--- config.mk ---
export PLATFORM = sky130hd
export DESIGN_NAME = ccd_frame_gate
export DESIGN_NICKNAME = d
export VERILOG_FILES = /design/src/rtl/ccd_gate_pkg.sv /design/src/rtl/ccd_sync_edge.sv /design/src/rtl/ccd_frame_gate.sv
export SDC_FILE = /design/constraint.sdc
export NUM_CORES = 1
export LEC_CHECK = 0
export CAP_MARGIN = 10
export CORE_MARGIN = 2
export CORE_UTILIZATION = 30
export DETAILED_ROUTE_END_ITERATION = 8
export GPL_ROUTABILITY_DRIVEN = 0
export PLACE_DENSITY = 0.53
export SYNTH_ARGS = -nofsm -noshare
export SYNTH_HDL_FRONTEND = slang
export SYNTH_SLANG_ARGS = --single-unit
export TNS_END_PERCENT = 30
--- constraint.sdc ---
create_clock -name clk -period 4.3 [get_ports clk]
set_input_delay 1.29 -clock clk [delete_from_list [all_inputs] [get_ports clk]]
set_output_delay 1.29 -clock clk [all_outputs]
set_load 0.02 [all_outputs]
--- src/rtl/ccd_gate_pkg.sv ---
// ccd_gate_pkg: shared FSM state, capture mode and pending-command encodings for the CCD frame gate
// No ports; imported by ccd_frame_gate.
package ccd_gate_pkg;
    typedef enum logic [1:0] {IDLE, ARMED, FRAME, DONE} state_t;
    localparam logic MODE_CONT   = 1'b0;
    localparam logic MODE_SINGLE = 1'b1;
    // Numeric order equals command priority, so a plain compare picks the winner.
    typedef enum logic [1:0] {CMD_NONE, CMD_RUN, CMD_CAPTURE, CMD_STOP} cmd_t;
    function automatic cmd_t cmdOf(input logic stop, input logic capture, input logic run);
        return stop ? CMD_STOP : capture ? CMD_CAPTURE : run ? CMD_RUN : CMD_NONE;
    endfunction
endpackage

--- src/rtl/ccd_sync_edge.sv ---
// ccd_sync_edge: two-stage register of sensor FVAL/LVAL/data with edge detection
// Ports: clk, reset (sync, active-high); iFVAL/iLVAL/iDATA raw sensor inputs;
//        fvalQ/lvalQ/dataQ first-stage registers; fvalRise/fvalFall/lvalFall edge strobes.
module ccd_sync_edge #(
    parameter int DATA_W = 12
) (
    input  logic              clk,
    input  logic              reset,
    input  logic              iFVAL,
    input  logic              iLVAL,
    input  logic [DATA_W-1:0] iDATA,
    output logic              fvalQ,
    output logic              lvalQ,
    output logic [DATA_W-1:0] dataQ,
    output logic              fvalRise,
    output logic              fvalFall,
    output logic              lvalFall
);
    logic fvalQ2, lvalQ2;
    // FVAL stages reset high so a frame already running at reset release shows no rise.
    always_ff @(posedge clk) begin
        if (reset) begin
            fvalQ  <= 1'b1;
            fvalQ2 <= 1'b1;
            lvalQ  <= 1'b0;
            lvalQ2 <= 1'b0;
            dataQ  <= '0;
        end else begin
            fvalQ  <= iFVAL;
            fvalQ2 <= fvalQ;
            lvalQ  <= iLVAL;
            lvalQ2 <= lvalQ;
            dataQ  <= iDATA;
        end
    end
    assign fvalRise = fvalQ & ~fvalQ2;
    assign fvalFall = ~fvalQ & fvalQ2;
    assign lvalFall = ~lvalQ & lvalQ2;
endmodule

--- src/rtl/ccd_frame_gate.sv ---
// ccd_frame_gate: admits whole CCD frames in continuous or single-capture mode
// Ports: clk, reset (sync, active-high); do_run/do_capture/do_stop command pulses;
//        iFVAL/iLVAL/iDATA sensor stream; oDVAL/oDATA gated pixels with oX_Cont/oY_Cont
//        coordinates; oFrame_Cont admitted frame count; busy (ARMED or FRAME);
//        capture_done level after a single capture.
module ccd_frame_gate
    import ccd_gate_pkg::*;
#(
    parameter int DATA_W = 12,
    parameter int X_W    = 12,
    parameter int Y_W    = 12,
    parameter int FCNT_W = 16
) (
    input  logic              clk,
    input  logic              reset,
    input  logic              do_run,
    input  logic              do_capture,
    input  logic              do_stop,
    input  logic              iFVAL,
    input  logic              iLVAL,
    input  logic [DATA_W-1:0] iDATA,
    output logic              oDVAL,
    output logic [DATA_W-1:0] oDATA,
    output logic [X_W-1:0]    oX_Cont,
    output logic [Y_W-1:0]    oY_Cont,
    output logic [FCNT_W-1:0] oFrame_Cont,
    output logic              busy,
    output logic              capture_done
);
    logic fvalQ, lvalQ, fvalRise, fvalFall, lvalFall, gate, mode;
    logic [DATA_W-1:0] dataQ;
    state_t state;
    cmd_t pending, cmdIn, cmdEnd;
    ccd_sync_edge #(.DATA_W(DATA_W)) uSync (
        .clk(clk), .reset(reset), .iFVAL(iFVAL), .iLVAL(iLVAL), .iDATA(iDATA),
        .fvalQ(fvalQ), .lvalQ(lvalQ), .dataQ(dataQ),
        .fvalRise(fvalRise), .fvalFall(fvalFall), .lvalFall(lvalFall)
    );
    assign cmdIn  = cmdOf(do_stop, do_capture, do_run);
    // A pulse arriving on the frame-end cycle itself still counts as pending.
    assign cmdEnd = (cmdIn > pending) ? cmdIn : pending;
    assign gate   = (state == FRAME) || (state == ARMED && fvalRise);
    assign busy   = (state == ARMED) || (state == FRAME);
    always_ff @(posedge clk) begin
        if (reset) begin
            state        <= IDLE;
            mode         <= MODE_CONT;
            pending      <= CMD_NONE;
            capture_done <= 1'b0;
            oDVAL        <= 1'b0;
            oDATA        <= '0;
            oX_Cont      <= '0;
            oY_Cont      <= '0;
            oFrame_Cont  <= '0;
        end else begin
            oDVAL <= gate & fvalQ & lvalQ;
            oDATA <= dataQ;
            if (state == ARMED && fvalRise) begin
                oX_Cont <= '0;
                oY_Cont <= '0;
            end else begin
                oX_Cont <= lvalFall ? '0 : oDVAL ? oX_Cont + 1'b1 : oX_Cont;
                oY_Cont <= (lvalFall && gate) ? oY_Cont + 1'b1 : oY_Cont;
            end
            case (state)
                IDLE, DONE: begin
                    if (cmdIn == CMD_CAPTURE || cmdIn == CMD_RUN) begin
                        state        <= ARMED;
                        mode         <= (cmdIn == CMD_CAPTURE) ? MODE_SINGLE : MODE_CONT;
                        capture_done <= 1'b0;
                    end
                end
                ARMED: begin
                    // Frame start wins; a stop on that same cycle ends the frame it opened.
                    if (fvalRise) begin
                        state   <= FRAME;
                        pending <= (cmdIn == CMD_STOP) ? CMD_STOP : CMD_NONE;
                        if (cmdIn == CMD_CAPTURE || cmdIn == CMD_RUN)
                            mode <= (cmdIn == CMD_CAPTURE) ? MODE_SINGLE : MODE_CONT;
                    end else if (cmdIn == CMD_STOP) begin
                        state <= IDLE;
                    end else if (cmdIn != CMD_NONE) begin
                        mode <= (cmdIn == CMD_CAPTURE) ? MODE_SINGLE : MODE_CONT;
                    end
                end
                FRAME: begin
                    if (fvalFall) begin
                        pending      <= CMD_NONE;
                        oFrame_Cont  <= oFrame_Cont + 1'b1;
                        state        <= (cmdEnd == CMD_STOP) ? IDLE :
                                        (cmdEnd != CMD_NONE || mode == MODE_CONT) ? ARMED : DONE;
                        capture_done <= (cmdEnd == CMD_NONE) && (mode == MODE_SINGLE);
                        if (cmdEnd == CMD_CAPTURE || cmdEnd == CMD_RUN)
                            mode <= (cmdEnd == CMD_CAPTURE) ? MODE_SINGLE : MODE_CONT;
                    end else begin
                        pending <= cmdEnd;
                    end
                end
                default: state <= IDLE;
            endcase
        end
    end
endmodule
==> results.json <==
{
  "status": "completed",
  "dieArea_um2": 11520,
  "avgSynthCellArea_um2": 9.261,
  "synthFlopType": "dfxtp_1",
  "max-clock-path-buffers": 2,
  "skew_ns": 0.01129,
  "htreeDepth": 3,
  "tritoncts": "built",
  "period_share_pct": 86.05,
  "clk_latency_ns": 0.34,
  "synthCells": 346,
  "drtIter0Drc": 109,
  "wl_um": 7032,
  "cts_setup_buffers": 0,
  "power_density_nw_per_um2": 340.3,
  "ir_worst_vdd_uv": 145.5,
  "hold_violations": 0,
  "worstSetupEndpointType": "flip-flop",
  "clk_pin_slew_ns": 0.08,
  "cts_inserted_buffers": 9,
  "synth_area_leaders": "dfxtp_1, nor2b_1, ha_1",
  "syn_nets": 377,
  "worst_slack_ns": 0.5998,
  "drive_gt1_share_pct": 5.896,
  "yosysWarnings": 0,
  "crit_required_ns": 4.57,
  "met3_length_um": 570,
  "area_growth_pct": 33.35,
  "setup_violations": 0,
  "postRouteAntennaNets": 0,
  "synth_top_area_cell": "dfxtp_1",
  "grt_pass1_wl_um": 11620,
  "critPathLaunch": "do_capture",
  "wl_per_cell_um": 12.53,
  "synth_top_area_share_pct": 46.86,
  "top_layer": "met4",
  "clockRootBuffer": "clkbuf_8",
  "ys_top_cells_by_count": "dfxtp_1, nor2b_1, nor2_1, nand2_1, a21oi_1",
  "grt-ovfl-total": 0,
  "std_cell_rows": 37,
  "cts_hold_buffers": 0,
  "dr_wl_met2_um": 2974,
  "drtPass1Iterations": 4,
  "maxCapViolations": 0,
  "drcViolationCount": 0,
  "cp-start-kind": "primary input",
  "relSlewSlack_pct": 50.03,
  "tightest_slew_ns": 0.7496,
  "critical_path_class": "primary input to flip-flop",
  "cts_sinks": 75,
  "wl_met1_um": 3358,
  "post_cts_resized": 0,
  "synth.most_common_cell": "dfxtp_1",
  "worstPathArrival_ns": 3.97,
  "dieWidth_um": 107.4,
  "dpl.hpwl_um": 5003,
  "viasPerCell": 4.720,
  "critPathMaxFanout": 4,
  "hp-start": "uSync.dataQ[8]",
  "pre_cts_ws_ns": 0.2814,
  "die_h_um": 107.4,
  "start_util_pct": 30.90,
  "rsz0062_at_grt": "no",
  "maxSlewViolCount": 0,
  "syn-cell-area_um2": 3204,
  "portBuffers": 73,
  "async_flop_share_pct": 0,
  "synth_seq_area_share_pct": 46.86,
  "coreArea_um2": 10370,
  "yosysUniqueCellTypes": 49,
  "setup_tns_ns": 0,
  "grt_pass1_vias": 2403,
  "fin_nets": 451,
  "hp-class": "flip-flop to flip-flop",
  "ys_ff_latch": 75,
  "layout_min_cycle_time_ns": 3.700,
  "fmax_mhz": 270.3,
  "dr_total_vias": 2648,
  "grt_max_degree": 47,
  "r2r-start": "state[0]",
  "antenna_found_initial": 1,
  "leakage_nw": 1.592,
  "synth-edff-count": 0,
  "io_pins": 74,
  "grt_use_total_pct": 12.55
}
==> routing by layer <==
layer / global-route usage (%) / vias to the layer above
li1: - / 1347
met1: 16.26 / 1226
met2: 18.54 / 65
met3: 4.964 / 10
met4: 5.220 / 0
met5: 0 / -
==> final timing paths <==
path,endpoint,slack [ns],cells past startpoint
hold / removal,oDATA[8],0.44,1
setup / recovery,mode,0.60,11
hold reg to reg,oDATA[8],0.44,1
setup reg to reg,oFrame_Cont[15],1.94,6
==> where the power goes <==
part	switching [W]	internal (W)	total (W)
Sequential	0.0000102	0.000714	0.000724
Combinational	0.0000825	0.0000751	0.000158
Clock	0.000250	0.000323	0.000573
==> flip-flops by register name (all words and copies together) (netlist names), 2 cells and up <==
register     count
oY_Cont         12
uSync.dataQ     12
oFrame_Cont     16
pending          2
state            2
oDATA           12
oX_Cont         12
==> placed cells by master (no fill, tap or decap), types with 3 or more instances in the layout <==
| master | count |
|---|---|
| nand2_1 | 23 |
| o31ai_1 | 4 |
| nand4_1 | 13 |
| xnor2_1 | 12 |
| nor3_1 | 8 |
| or2_2 | 3 |
| or3_1 | 11 |
| o21ai_0 | 16 |
| inv_1 | 14 |
| mux2i_1 | 8 |
| nor2_1 | 29 |
| ha_1 | 12 |
| and3_1 | 5 |
| nor2b_1 | 32 |
| a21oi_1 | 20 |
| nand3_1 | 4 |
| dfxtp_1 | 75 |
| or4_1 | 4 |
| clkbuf_8 | 9 |
| xor2_1 | 10 |
| clkdlybuf4s50_1 | 72 |
==> final cells by class <==
class / instances / area, um^2
Sequential cell: 75 / 1501
Inverter: 14 / 52.55
Tap cell: 136 / 170.2
Clock buffer: 10 / 127.6
Antenna cell: 1 / 2.502
Multi-Input combinational cell: 245 / 1599
Fill cell: 1034 / 6097
Timing Repair Buffer: 75 / 740.7
Clock inverter: 5 / 78.83
==> through the flow <==
stage                     hold WS, ns  utilization, %  power [W]  instances  cell area (um^2)
final                          0.4388           41.20   0.001454        561              4273
after global routing           0.4516           41.18   0.001531        560              4270
after CTS                      0.4395           41.18   0.001480        560              4270
after detailed placement       0.4218           39.19  0.0008980        545              4064
after global placement         0.4166           39.19  0.0008987        545              4064
after floorplan                0.4138               -  0.0008407        346              3204
==> critical path, cell delays in order <==
cell	delay (ns)
clkdlybuf4s50_1	0.45
or2_2	0.34
ha_1	0.29
nor2b_1	0.13
o21ai_0	0.20
mux2i_1	0.39
ha_1	0.20
and2_1	0.13
o21ai_0	0.07
a221o_1	0.35
mux2i_1	0.12
==> cells by family after synthesis <==
| kind of cell | count (synthesis) | share of synthesized area [%] |
|---|---|---|
| XOR/XNOR | 22 | 6.013 |
| adder cells (fa/ha/maj) | 12 | 4.686 |
| AND/OR/NAND/NOR | 148 | 26.08 |
| multiplexers | 8 | 2.499 |
| flip-flops | 75 | 46.86 |
| buffers and inverters | 26 | 3.241 |
| AO/OA/AOI/OAI | 55 | 10.62 |
(Power assumes the default switching activity.)
